File: src/rtl/ccg_bist_engine.sv
// LFSR-driven self-test wrapper: stimulates a combinational CUT, compacts its responses in a MISR
// and compares the final signature. Define CCG_BIST_ABORT_EN to add the abort input.
module ccg_bist_engine #(
    parameter int              N_IN      = 7,
    parameter int              N_OUT     = 2,
    parameter int              SIG_W     = 16,
    parameter int              PAT_CNT   = 128,
    parameter logic [N_IN-1:0] LFSR_SEED = 7'h01,
    parameter logic [N_IN-1:0] TAP_MASK  = 7'h60,
    parameter logic [SIG_W-1:0] MISR_POLY = 16'h1021
) (
    input  logic             clk,
    input  logic             rst,
    input  logic             start,
`ifdef CCG_BIST_ABORT_EN
    input  logic             abort,
`endif
    output logic [N_IN-1:0]  cut_in,
    input  logic [N_OUT-1:0] cut_out,
    input  logic [SIG_W-1:0] exp_sig,
    output logic             busy,
    output logic             done,
    output logic [SIG_W-1:0] signature,
    output logic             pass
);

    localparam int CNT_W = $clog2(PAT_CNT + 1);

    typedef enum logic [1:0] {
        S_IDLE = 2'd0,
        S_RUN  = 2'd1,
        S_DONE = 2'd2
    } state_t;

    state_t            state_q, state_d;
    logic [N_IN-1:0]   cut_in_q, cut_in_d;
    logic [SIG_W-1:0]  sig_q, sig_d;
    logic [CNT_W-1:0]  cnt_q, cnt_d;
    logic              pass_q, pass_d;
    logic              abort_req;

    function automatic logic [N_IN-1:0] lfsr_next(input logic [N_IN-1:0] v);
        return {v[N_IN-2:0], ^(v & TAP_MASK)};
    endfunction

    function automatic logic [SIG_W-1:0] misr_step(input logic [SIG_W-1:0] m,
                                                   input logic [N_OUT-1:0] r);
        return {m[SIG_W-2:0], 1'b0} ^ (m[SIG_W-1] ? MISR_POLY : '0) ^ SIG_W'(r);
    endfunction

`ifdef CCG_BIST_ABORT_EN
    assign abort_req = abort;
`else
    assign abort_req = 1'b0;
`endif

    always_ff @(posedge clk or posedge rst) begin
        if (rst) begin
            state_q  <= S_IDLE;
            cut_in_q <= '0;
            sig_q    <= '0;
            cnt_q    <= '0;
            pass_q   <= 1'b0;
        end else begin
            state_q  <= state_d;
            cut_in_q <= cut_in_d;
            sig_q    <= sig_d;
            cnt_q    <= cnt_d;
            pass_q   <= pass_d;
        end
    end

    always_comb begin
        state_d  = state_q;
        cut_in_d = cut_in_q;
        sig_d    = sig_q;
        cnt_d    = cnt_q;
        pass_d   = pass_q;
        case (state_q)
            S_IDLE: begin
                if (start) begin
                    state_d  = S_RUN;
                    cut_in_d = LFSR_SEED;
                    sig_d    = '0;
                    cnt_d    = '0;
                    pass_d   = 1'b0;
                end
            end
            S_RUN: begin
                // An abort freezes the partial signature instead of absorbing this cycle's response.
                if (abort_req) begin
                    state_d = S_IDLE;
                    pass_d  = 1'b0;
                end else begin
                    sig_d    = misr_step(sig_q, cut_out);
                    cut_in_d = lfsr_next(cut_in_q);
                    cnt_d    = cnt_q + CNT_W'(1);
                    if (cnt_q == CNT_W'(PAT_CNT - 1)) begin
                        state_d = S_DONE;
                    end
                end
            end
            S_DONE: begin
                pass_d  = (sig_q == exp_sig);
                state_d = S_IDLE;
            end
            default: state_d = S_IDLE;
        endcase
    end

    assign cut_in    = cut_in_q;
    assign signature = sig_q;
    assign pass      = pass_q;
    assign busy      = (state_q == S_RUN);
    assign done      = (state_q == S_DONE);

endmodule

File: config.mk
export PLATFORM = sky130hd
export DESIGN_NAME = ccg_bist_engine
export DESIGN_NICKNAME = d
export VERILOG_FILES = /design/src/rtl/ccg_bist_engine.sv
export SDC_FILE = /design/constraint.sdc
export NUM_CORES = 1
export LEC_CHECK = 0
export CORE_ASPECT_RATIO = 0.7
export CORE_UTILIZATION = 40
export DETAILED_ROUTE_END_ITERATION = 6
export MAX_ROUTING_LAYER = met4
export PLACE_DENSITY = 0.7
export SKIP_CTS_REPAIR_TIMING = 1
export SLEW_MARGIN = 20
export SYNTH_ARGS = -nofsm -noshare
export SYNTH_HDL_FRONTEND = slang
export SYNTH_SLANG_ARGS = --single-unit
File: constraint.sdc
create_clock -name clk -period 3.6 [get_ports clk]
set_input_delay 0.9 -clock clk [delete_from_list [all_inputs] [get_ports clk]]
set_output_delay 0.9 -clock clk [all_outputs]
set_load 0.005 [all_outputs]
==> flow_summary_export.csv, run 1 <==
group,metric,value,unit
outcome,status,"finished clean",
global_routing,grt_max_degree,35,
placed_design,hpwl,2420,um
critical_path,crit_chain,"nand2b_1 > inv_2 > clkdlybuf4s50_1",
timing,slew_viol_final,0,
critical_path,crit_required,2.70,ns
timing,min_period,2.97,ns
floorplanning,ios,47,
logic_synthesis,synth_cells,141,
logic_synthesis,synth_compound_area_frac,0.187,
worst_hold_path,hold_depth,1,
detailed_routing,met3_length,178,um
critical_path,max_stage_delay,0.59,ns
timing,fmax,336,MHz
detailed_routing,initialDrtViolationCount,83,
clocking,cts-buffers-inserted,5,
clocking,cts-root-buf,"clkbuf_8",
timing,relSlewSlack,0.417,
critical_path,path_buf_inv,2,
timing,finalSetupTns,0,ns
critical_path,r2r_cells,4,
logic_synthesis,synth-warning-count,0,
clocking,cts_max_level,2,
placed_design,port_buffers,46,
critical_path,crit_path_start_kind,"flop",
cells_and_area,multiInputGateArea,668,um2
detailed_routing,via_per_inst,5.22,
cells_and_area,n_antenna_cell,0,
cells_and_area,areaGrowthSynthToFinish,37.0,%
power,total_leakage_power,0.904,nW
critical_path,worst_setup_path_end_kind,"primary output",
logic_synthesis,synth_fp_nets,163,
logic_synthesis,ys_seq_area_frac,0.538,
timing,rsz0062_at_grt,"no",
clocking,clk_latency,0.28,ns
critical_path,r2r-start,"state_q[0]",
global_routing,grt_pass1_wl,5730,um
detailed_routing,top_layer,"met4",
cells_and_area,drive_above_1_share,0.0684,
detailed_routing,wl_per_cell,14.6,um
cells_and_area,stdcell_area,2170,um2
run,max-cap-violations,0,
detailed_routing,vias,1253,
power,p_per_area,819,nW/um2
cells_and_area,layoutNonFillerInstCount,240,
global_routing,grt_pass1_vias,1175,
timing,fin_crit_sh,0.826,
logic_synthesis,synth_top_family_by_area,"compound AO/OA/AOI/OAI gates",
floorplanning,die_h,54.6,um
clocking,cts_max_path_buffers,2,
critical_path,cpLargestDelayFamily,"buffers and inverters",
detailed_routing,ant_nets,0,
critical_path,crit_arrival,2.07,ns
detailed_routing,drt_wl_total,3500,um
critical_path,crit_cells,3,
floorplanning,std_cell_rows,18,
clocking,clk_pin_slew,0.06,ns
timing,skew,0.00339,ns
timing,setup_viol,0,
floorplanning,die-area,4210,um2
clocking,cts_tree,"yes",
critical_path,crit_end,"busy",
critical_path,crit_type,"flop to primary output",
floorplanning,core-area,3650,um2
detailed_routing,drc,0,
timing,tightest_slew,0.874,ns
timing,finalHoldViolations,0,
global_routing,grt_antenna_before_repair,0,
placed_design,dp_cells,232,
clocking,cts.sinks,34,
floorplanning,die_w,77.2,um
logic_synthesis,syn_avg_cell_area,11.2,um2
critical_path,worstPathMaxFanout,26,
critical_path,crit_start,"state_q[1]",
detailed_routing,m1WireLength,1720,um
worst_hold_path,hold_path_class,"flop to flop",
critical_path,critPathSlowestCell,"clkdlybuf4s50_1",
placed_design,placed_cell_area,2080,um2
critical_path,r2r-end,"signature[1]",
logic_synthesis,ys_ff_latch,34,
logic_synthesis,synthMuxAreaShare,0.00712,
logic_synthesis,synth.distinct_cells,31,
logic_synthesis,syn_area,1580,um2
logic_synthesis,synthSimpleGateAreaFrac,0.104,
detailed_routing,dr.pass1.iters,4,
cells_and_area,finish.net_count,211,
critical_path,r2r_slack,1.89,ns
floorplanning,start_util,0.433,
logic_synthesis,synth-xor-area-share,0.116,
global_routing,grt-ovfl-total,0,
placed_design,place.gp.congestion,0.842,
global_routing,grt_usage,0.189,
cells_and_area,area.sequential,851,um2
logic_synthesis,synth-adder-area-share,0.00791,
power,ir_drop,0.454,mV
detailed_routing,wl_met2,1590,um
cells_and_area,fillers,340,
[routing by layer]
metal  global-route usage  vias to the layer above
met4               0.0692                        0
met2                0.292                       38
met5                    -                        -
li1                     -                      599
met3               0.0467                        2
met1                0.246                      614
[synthesized netlist by cell type]
master | instances | share of area
inv_1 | 4 | 0.0095
o21bai_1 | 1 | 0.0047
nor3_1 | 1 | 0.0032
a41oi_1 | 1 | 0.0055
o21bai_2 | 1 | 0.0071
o22ai_1 | 1 | 0.0040
and4_1 | 1 | 0.0055
nor4_1 | 1 | 0.0040
nor4_2 | 2 | 0.016
nor2_1 | 6 | 0.014
nand4_1 | 2 | 0.0079
dfrtp_1 | 34 | 0.54
inv_2 | 1 | 0.0024
xnor2_1 | 6 | 0.033
a21oi_1 | 4 | 0.013
o311ai_0 | 1 | 0.0055
xor2_1 | 15 | 0.083
buf_6 | 1 | 0.0071
nor2b_1 | 1 | 0.0040
nand2b_1 | 1 | 0.0040
a22o_1 | 20 | 0.11
buf_4 | 1 | 0.0047
nand3_1 | 3 | 0.0095
mux2_1 | 1 | 0.0071
nand2_1 | 12 | 0.028
o21ai_1 | 8 | 0.025
o21ai_0 | 2 | 0.0063
and3_1 | 2 | 0.0079
buf_2 | 5 | 0.016
ha_1 | 1 | 0.0079
a22oi_1 | 1 | 0.0047
[kinds of logic after synthesis]
family          Yosys count
compound gates           40
mux                       1
buf+inv                  12
simple gates             32
fa+ha+maj                 1
flops                    34
xor+xnor                 21
[state kept, by name, summed over array words and instances (netlist names)]
register,flops
cnt_q,8
cut_in,7
pass,1
signature,16
state_q,2
[final cells by class]
class	count	share of cell area
well taps	50	0.0289
clock buffers	7	0.0398
multi-input cells	95	0.308
clock inverters	1	0.00231
repair buffers	48	0.219
inverters	5	0.00866
flip-flops and latches	34	0.393
[power breakdown]
group	switching (W)	leakage [nW]	internal, W
clock	0.000130	0.0482	0.000154
combinational	0.000237	0.455	0.000468
sequential	0.000221	0.402	0.000565
[stage by stage]
| step | total power, W | hold slack, ns | utilization | setup slack [ns] |
|---|---|---|---|---|
| global route | 0.00191 | 0.554 | 0.594 | 0.453 |
| global placement | 0.00148 | 0.477 | 0.569 | 0.989 |
| CTS | 0.00179 | 0.529 | 0.594 | 0.621 |
| detailed placement | 0.00150 | 0.512 | 0.569 | 0.938 |
| floorplan | 0.00112 | 0.454 | - | 1.91 |
| finish | 0.00178 | 0.517 | 0.594 | 0.626 |
[worst min path at each step]
stage / start / to / slack (ns)
2_1_floorplan: cnt_q[2] / cnt_q[2] / 0.45
3_3_place_gp: cnt_q[2] / cnt_q[2] / 0.48
3_5_place_dp: cut_in[3] / cut_in[3] / 0.51
4_1_cts: cnt_q[2] / cnt_q[2] / 0.53
5_1_grt: cut_in[3] / cut_in[3] / 0.55
6_report: cnt_q[2] / cnt_q[2] / 0.52
[worst register-to-register path: cells and delay by family, from the launching register on]
family	cells	cell delay [ns]
buf+inv	1	0.32
simple gates	1	0.07
flops	1	0.45
compound gates	2	0.80
[cell usage in the layout (no fill, tap or decap), drive strengths merged]
cell,synthesis,layout
clkdlybuf4s50,0,46
dfrtp,34,34
a22o,20,20
xor2,15,15
nand2,12,12
o21ai,10,10
clkbuf,0,7
xnor2,6,6
nor2,6,6
inv,5,5
a21oi,4,4
nand3,3,3
nor4,3,3
nand4,2,2
and3,2,2
buf,7,2
o21bai,2,2
nand2b,1,1
nor2b,1,1
nor3,1,1
o311ai,1,1
and4,1,1
a22oi,1,1
a41oi,1,1
o22ai,1,1
mux2,1,1
ha,1,1
clkinv,0,1
Note: power is estimated with default switching activity, not from simulation.
==> run 2, diff against run 1 <==
--- a/config.mk
+++ b/config.mk
@@ -9,7 +9,7 @@
 export CORE_UTILIZATION = 40
 export DETAILED_ROUTE_END_ITERATION = 6
 export MAX_ROUTING_LAYER = met4
-export PLACE_DENSITY = 0.7
+export PLACE_DENSITY = 0.72
 export SKIP_CTS_REPAIR_TIMING = 1
 export SLEW_MARGIN = 20
 export SYNTH_ARGS = -nofsm -noshare
==> constraint.sdc (replaced) <==
create_clock -name clk -period 2.7 [get_ports clk]
set_input_delay 0.675 -clock clk [delete_from_list [all_inputs] [get_ports clk]]
set_output_delay 0.675 -clock clk [all_outputs]
set_load 0.005 [all_outputs]
==> run 2 against run 1 <==
  * Power increased by 33%
  * Critical path type unchanged
  * Final cell count increased by 0.83%
  * Sequential share of layout area decreased by 0.27 points
  * Sequential cell count unchanged
  * Global-route usage increased by 0.46 points
  * Wire length decreased by 0.77%
  * Via count increased by 0.24%
==> flow_summary_export.csv, run 2 (synthesized netlist as in run 1, its figures left out) <==
group,metric,value,unit
outcome,status,"finished clean",
floorplanning,die-area,4210,um2
timing,setup_viol,0,
timing,finalHoldViolations,0,
cells_and_area,finish.net_count,213,
run,max-cap-violations,0,
clocking,cts-buffers-inserted,5,
clocking,cts.sinks,34,
cells_and_area,final_common_cell,"clkdlybuf4s50_1",
cells_and_area,areaGrowthSynthToFinish,38.0,%
clocking,clk_latency,0.28,ns
detailed_routing,drc,0,
timing,fin_crit_sh,0.880,
timing,min_period,2.38,ns
clocking,cts_max_path_buffers,2,
power,p_per_area,1090,nW/um2
cells_and_area,fillers,320,
timing,skew,0.00541,ns
cells_and_area,largest_reg_flops,16,
detailed_routing,wl_per_cell,14.4,um
global_routing,grt_max_degree,35,
floorplanning,die_h,54.6,um
cells_and_area,drive_above_1_share,0.0781,
global_routing,grt_pass1_vias,1199,
floorplanning,ios,47,
floorplanning,die_w,77.2,um
clocking,clk_pin_slew,0.07,ns
global_routing,grt_antenna_before_repair,0,
critical_path,crit_type,"flop to primary output",
critical_path,worst_setup_path_end_kind,"primary output",
detailed_routing,ant_nets,0,
placed_design,port_buffers,46,
clocking,cts_tree,"yes",
detailed_routing,via_per_inst,5.19,
detailed_routing,vias,1256,
cells_and_area,final_util,0.598,
detailed_routing,initialDrtViolationCount,43,
clocking,cts_max_level,2,
critical_path,crit_required,2.03,ns
power,total_leakage_power,0.914,nW
floorplanning,std_cell_rows,18,
placed_design,hpwl,2460,um
detailed_routing,drt_wl_total,3480,um
timing,fmax,421,MHz
critical_path,worstPathMaxFanout,11,
clocking,cts-root-buf,"clkbuf_8",
critical_path,crit_path_start_kind,"flop",
floorplanning,start_util,0.433,
power,ir_drop,0.586,mV
worst_hold_path,hold_path_class,"flop to flop",
timing,finalSetupTns,0,ns
timing,slew_viol_final,0,
global_routing,grt_usage,0.194,
cells_and_area,n_antenna_cell,0,
global_routing,grt-ovfl-total,0,
floorplanning,core-area,3650,um2
placed_design,place.gp.congestion,0.805,
timing,relSlewSlack,0.691,
timing,rsz0062_at_grt,"no",
cells_and_area,layout_common_cells,"clkdlybuf4s50_1, dfrtp_1, a22o_1",
detailed_routing,dr.pass1.iters,4,
critical_path,crit_arrival,1.70,ns
global_routing,grt_pass1_wl,5810,um
timing,tightest_slew,0.464,ns
run 2: final timing paths:
check / start / end / slack (ns) / cells past startpoint
max: state_q[0] / busy / 0.32 / 3
min: cnt_q[2] / cnt_q[2] / 0.50 / 1
max reg2reg: state_q[0] / cnt_q[3] / 1.16 / 5
min reg2reg: cnt_q[2] / cnt_q[2] / 0.50 / 1
max in group asynchronous: rst / signature[11] / 1.62 / 3
min in group asynchronous: rst / cnt_q[3] / 0.77 / 3
run 2: metrics by stage:
step / std cells / area [um2] / hold slack [ns] / total power (W) / setup WS (ns)
after global placement: 234 / 2090 / 0.472 / 0.00197 / 0.688
final: 242 / 2180 / 0.495 / 0.00237 / 0.323
after global routing: 242 / 2180 / 0.535 / 0.00254 / 0.226
after CTS: 242 / 2180 / 0.501 / 0.00239 / 0.318
after floorplan: 141 / 1580 / 0.454 / 0.00149 / 1.23
after detailed placement: 234 / 2090 / 0.489 / 0.00200 / 0.633
run 2: layout make-up:
| cell class | count | area (um2) | share of cell area |
|---|---|---|---|
| clock buffers | 7 | 86.3 | 0.0396 |
| clock inverters | 1 | 5.00 | 0.00229 |
| inverters | 5 | 18.8 | 0.00860 |
| multi-input cells | 95 | 668 | 0.306 |
| flip-flops and latches | 34 | 851 | 0.390 |
| well taps | 50 | 62.6 | 0.0287 |
| repair buffers | 50 | 490 | 0.225 |
run 2: critical path, stage by stage (launching register included):
cell and delay (ns):
dfrtp_1 0.48, nand2b_1 0.31, inv_2 0.13, clkdlybuf4s50_1 0.50
run 2: metal layers:
metal  vias up  wire length, um  GRT usage
li1        602                -          -
met1       610             1690      0.240
met2        37             1540      0.296
met3         7              191     0.0600
met4         0               51     0.0881
met5         -                0          -
run 2: power breakdown:
group          total [W]  internal (W)  switching [W]
logic           0.000938      0.000626       0.000312
clock network   0.000376      0.000205       0.000171
registers        0.00105      0.000753       0.000302
